===== src/rtl/util_ext_sync_ctrl.sv =====
// util_ext_sync_ctrl: arms an external sync register, captures synchronized sync_in edges and disarms,
// supervising each wait state with an optional cycle timeout.
module util_ext_sync_ctrl #(
  parameter int TIMEOUT_W = 16,
  parameter int COUNT_W = 8
) (
  input  logic                 clk,
  input  logic                 resetn,
  input  logic                 cfg_enable,
  input  logic                 cfg_oneshot,
  input  logic [TIMEOUT_W-1:0] cfg_timeout,
  input  logic                 arm_req,
  input  logic                 disarm_req,
  input  logic                 err_clr,
  input  logic                 sync_in,
  input  logic                 sync_armed,
  output logic                 ext_sync_arm,
  output logic                 ext_sync_disarm,
  output logic                 sync_out,
  output logic                 busy,
  output logic                 timeout_err,
  output logic [COUNT_W-1:0]   capture_count
);
  typedef enum logic [2:0] {IDLE, ARM, WAIT_ACK, WAIT_EDGE, DISARM, WAIT_DROP, FAIL} state_t;
  state_t state, state_nx;
  logic s1, s2, s3;
  logic [TIMEOUT_W-1:0] tcnt, tcnt_nx;
  logic edge_det, abort, waiting, tmo, err_set;
  // A wait state lasts at most cfg_timeout cycles before the timeout fires.
  always_comb begin
    edge_det = state == WAIT_EDGE && s2 && !s3;
    abort = (disarm_req || !cfg_enable) && (state == ARM || state == WAIT_ACK || state == WAIT_EDGE);
    waiting = state == WAIT_ACK || state == WAIT_EDGE || state == WAIT_DROP;
    tmo = waiting && cfg_timeout != '0 && tcnt + TIMEOUT_W'(1) == cfg_timeout;
    state_nx = state;
    case (state)
      IDLE:      state_nx = (arm_req && cfg_enable) ? ARM : IDLE;
      ARM:       state_nx = abort ? DISARM : WAIT_ACK;
      WAIT_ACK:  state_nx = abort ? DISARM : sync_armed ? WAIT_EDGE : tmo ? FAIL : WAIT_ACK;
      WAIT_EDGE: state_nx = abort ? DISARM : edge_det ? (cfg_oneshot ? DISARM : WAIT_EDGE) : tmo ? FAIL : WAIT_EDGE;
      DISARM:    state_nx = WAIT_DROP;
      FAIL:      state_nx = WAIT_DROP;
      WAIT_DROP: state_nx = (!sync_armed || tmo) ? IDLE : WAIT_DROP;
      default:   state_nx = IDLE;
    endcase
    err_set = state_nx == FAIL || (state == WAIT_DROP && sync_armed && tmo);
    tcnt_nx = (!waiting || state_nx != state || edge_det) ? '0 : tcnt + TIMEOUT_W'(1);
  end
  always_ff @(posedge clk or negedge resetn) begin
    if (!resetn) begin
      state <= IDLE;
      {s1, s2, s3} <= '0;
      tcnt <= '0;
      sync_out <= 1'b0;
      timeout_err <= 1'b0;
      capture_count <= '0;
    end else begin
      state <= state_nx;
      {s1, s2, s3} <= {sync_in, s1, s2};
      tcnt <= tcnt_nx;
      sync_out <= edge_det;
      timeout_err <= err_set || (timeout_err && !err_clr);
      if (state == IDLE && state_nx == ARM)
        capture_count <= '0;
      else if (edge_det && !(&capture_count))
        capture_count <= capture_count + COUNT_W'(1);
    end
  end
  assign ext_sync_arm = state == ARM;
  assign ext_sync_disarm = state == DISARM || state == FAIL;
  assign busy = state != IDLE;
endmodule


===== config.mk =====
export PLATFORM = sky130hd
export DESIGN_NAME = util_ext_sync_ctrl
export DESIGN_NICKNAME = d
export VERILOG_FILES = /design/src/rtl/util_ext_sync_ctrl.sv
export SDC_FILE = /design/constraint.sdc
export NUM_CORES = 1
export LEC_CHECK = 0
export CAP_MARGIN = 40
export CORE_MARGIN = 4
export CORE_UTILIZATION = 25
export CTS_CLUSTER_SIZE = 20
export DETAILED_ROUTE_END_ITERATION = 7
export PLACE_DENSITY = 0.54
export SLEW_MARGIN = 20
export SYNTH_ARGS = -nofsm -noshare
export SYNTH_HDL_FRONTEND = slang
export SYNTH_SLANG_ARGS = --single-unit

===== constraint.sdc =====
create_clock -name clk -period 6.4 [get_ports clk]
set_input_delay 1.28 -clock clk [delete_from_list [all_inputs] [get_ports clk]]
set_output_delay 1.28 -clock clk [all_outputs]
set_load 0.005 [all_outputs]

==> summary.md <==
| Metric | Value |
|---|---|
| Status | finished clean |
| Core area | 8258 sq um |
| Max-Cap Viols | 0 |
| Slew @ Worst Pin | 617.3 ps |
| Dpl hpwl | 3885 um |
| RSZ-0062 raised after global routing | false |
| Root Driver | clkbuf_8 |
| Design Power | 663.5 uW |
| Setup total negative slack | 0 ps |
| Number of flops mapped to enable cells by yosys | 0 |
| Global Route met2 Usage | 0.1555 |
| Longest Clk Path Bufs | 2 |
| Type of origin of the critical path | primary input |
| Peak VDD IR | 77.91 uV |
| Die Area | 10030 sq um |
| RePlAce Congestion | 0.8253 |
| Layout area overhead | 26.93% |
| H-tree levels | 2 |
| Max Fanout on Critical Path | 16 |
| Post-synth top cells | dfrtp_1, xnor2_1, nor2_1 |
| Dpl ws | 2589 ps |
| DRC viols | 0 |
| Arr. time, crit path | 3650 ps |
| Final cell count without fillers | 360 |
| Antenna-violating nets left | 0 |
| Unique cell type count in the Yosys netlist | 50 |
| IO Count | 38 |
| Largest net degree at the start of global routing | 33 |
| Warnings from Yosys | 0 |
| Synth Flop Type | dfrtp_1 |
| Vias in the first global route | 1702 |
| Slew HR | 0.5869 |
| Final Setup Violations | 0 |
| Core Rows | 33 |
| DIE HEIGHT | 100.2 um |
| Starting Density | 0.2571 |
| Syn Nets | 243 |
| P per Cell Area | 246.2 nW/um^2 |
| Synth area leaders | dfrtp_1, xnor2_1, nor3_2 |
| Setup ws final | 2890 ps |
| Final instance area | 2695 sq um |
| Total number of vias | 1712 |
| Avg Vias per Cell | 4.756 |
| Die width | 100.2 um |
| Yosys top cell area share | 0.3771 |
| Maximum operating frequency | 0.2849 GHz |
| Post-synthesis sequential area ratio | 0.3771 |
| Worst EP required | 6540 ps |
| Most frequent cell after synthesis | dfrtp_1 |
| Max Slew Vio Count | 0 |
| CTS Buf Count | 5 |
| First-pass DRT Iterations | 4 |
| Met3 Use GR | 0.02293 |
| Post-layout util | 0.3264 |
| Clock Skews | 3.328 ps |
| IO Port Bufs | 37 |
| # diodes | 0 |
| Setup Fix Bufs, Post-CTS | 0 |
| Post-synthesis cell count | 216 |
| Wire length per cell after detailed routing | 14.46 um |
| GRT overflow | 0 |
| Crit path capture type | flop |
| First-pass GRT wire length | 8521 um |
| Hold buffer count at CTS | 0 |
| Met1 Use GR | 0.1549 |
| CTS tree | yes |
| Crit Path Category | primary input to flop |
| Avg Cell Area, Syn | 9.830 sq um |
| Synthesized area | 2123 sq um |
| Sink Count | 32 |
| Minimum clock period | 3510 ps |
| Min-Delay Path Class | flop to flop |
| Area leader, netlist | dfrtp_1 |
| Gates resized, CTS repair | 0 |
| Drt initial violations | 81 |
| Initial antenna violation count | 0 |
| Layer with the highest usage | met2 |
| Worst-path clk slew | 70 ps |
| Placed Cells | 352 |
| Layout net count | 281 |
| Total GRT Usage | 0.1061 |
| Ratio of cells with drive above 1 in the final layout | 0.1294 |
| Fin crit share | 0.5484 |
| Yosys reg bits | 32 |
| Asr flop ratio synth | 1.000 |
| Final hold viol count | 0 |
| Clk_lat worst skew | 280 ps |
| Final wirelength | 5206 um |
| Hold slack | 352.4 ps |
| Area post-placement | 2584 sq um |
| Leak | 0.9699 nW |
placed cells by master, fill, tap and decap left out, types with 2 or more instances in the layout:
| cell type | instances |
|---|---|
| a21boi_0 | 2 |
| a21oi_1 | 3 |
| a31oi_1 | 2 |
| and3_1 | 5 |
| and4_1 | 4 |
| clkbuf_8 | 5 |
| clkdlybuf4s50_1 | 37 |
| dfrtp_1 | 32 |
| ha_1 | 2 |
| inv_1 | 5 |
| nand2_1 | 10 |
| nand2b_1 | 3 |
| nand3_1 | 11 |
| nand3_2 | 2 |
| nand4_1 | 4 |
| nand4_2 | 2 |
| nor2_1 | 17 |
| nor2b_1 | 4 |
| nor3_1 | 7 |
| nor3_2 | 11 |
| nor3b_1 | 4 |
| nor4_1 | 7 |
| nor4_2 | 2 |
| o21ai_0 | 5 |
| o21ai_1 | 3 |
| o22ai_1 | 2 |
| o31a_1 | 2 |
| or3_1 | 3 |
| xnor2_1 | 25 |
| xor2_1 | 12 |
layer usage:
| metal | vias to the layer above | part of all wire |
|---|---|---|
| met1 | 815 | 0.50 |
| li1 | 858 | - |
| met5 | - | 0 |
| met4 | 0 | 0.013 |
| met2 | 34 | 0.45 |
| met3 | 5 | 0.039 |
path summary, 6_finish.rpt:
kind | from | end | slack, ps | depth (start not counted)
worst max-delay path | cfg_timeout[10] | tcnt[14] | 2890 | 9
worst min-delay path | s1 | s2 | 350 | 0
worst max register to register | tcnt[0] | tcnt[14] | 3480 | 9
worst min register to register | s1 | s2 | 350 | 0
max in group asynchronous | resetn | tcnt[5] | 4690 | 2
min in group asynchronous | resetn | sync_out | 1400 | 2
state kept, by name, indices dropped and copies added, names as in the netlist:
name	flops
tcnt	16
state	3
timeout_err	1
capture_count	8
s1	1
s2	1
s3	1
sync_out	1
worst max-delay path, cell delays in order:
cell and delay (ps):
clkdlybuf4s50_1 480, nand2_1 90, nor4_1 50, or4b_1 540, nor4_1 230, and3_1 250
a21boi_2 80, o21ai_4 510, nor3_1 130
kinds of logic (layout without fill, tap and decap cells):
group / Yosys count / after routing / synth area share
fa+ha+maj: 2 / 2 / 0.01178
simple gates: 102 / 102 / 0.3147
mux: 1 / 1 / 0.004714
buf+inv: 12 / 51 / 0.03182
flops: 32 / 32 / 0.3771
compound gates: 30 / 30 / 0.1072
xor+xnor: 37 / 37 / 0.1526
final cells by class:
| cell class | instances | area, sq um |
|---|---|---|
| inverter | 5 | 18.77 |
| fill | 871 | 5563 |
| tap | 105 | 131.4 |
| timing repair buffer | 38 | 377.9 |
| clock inverter | 3 | 42.54 |
| multi-input combinational | 172 | 1255 |
| sequential | 32 | 800.8 |
| clock buffer | 5 | 68.82 |
report_power, final:
| part | internal (mW) | switching (mW) | leakage (nW) |
|---|---|---|---|
| clock | 0.115 | 0.0831 | 0.0541 |
| combinational | 0.0977 | 0.110 | 0.481 |
| sequential | 0.221 | 0.0363 | 0.435 |
| total | 0.434 | 0.229 | 0.970 |
(Power assumes the default switching activity.)
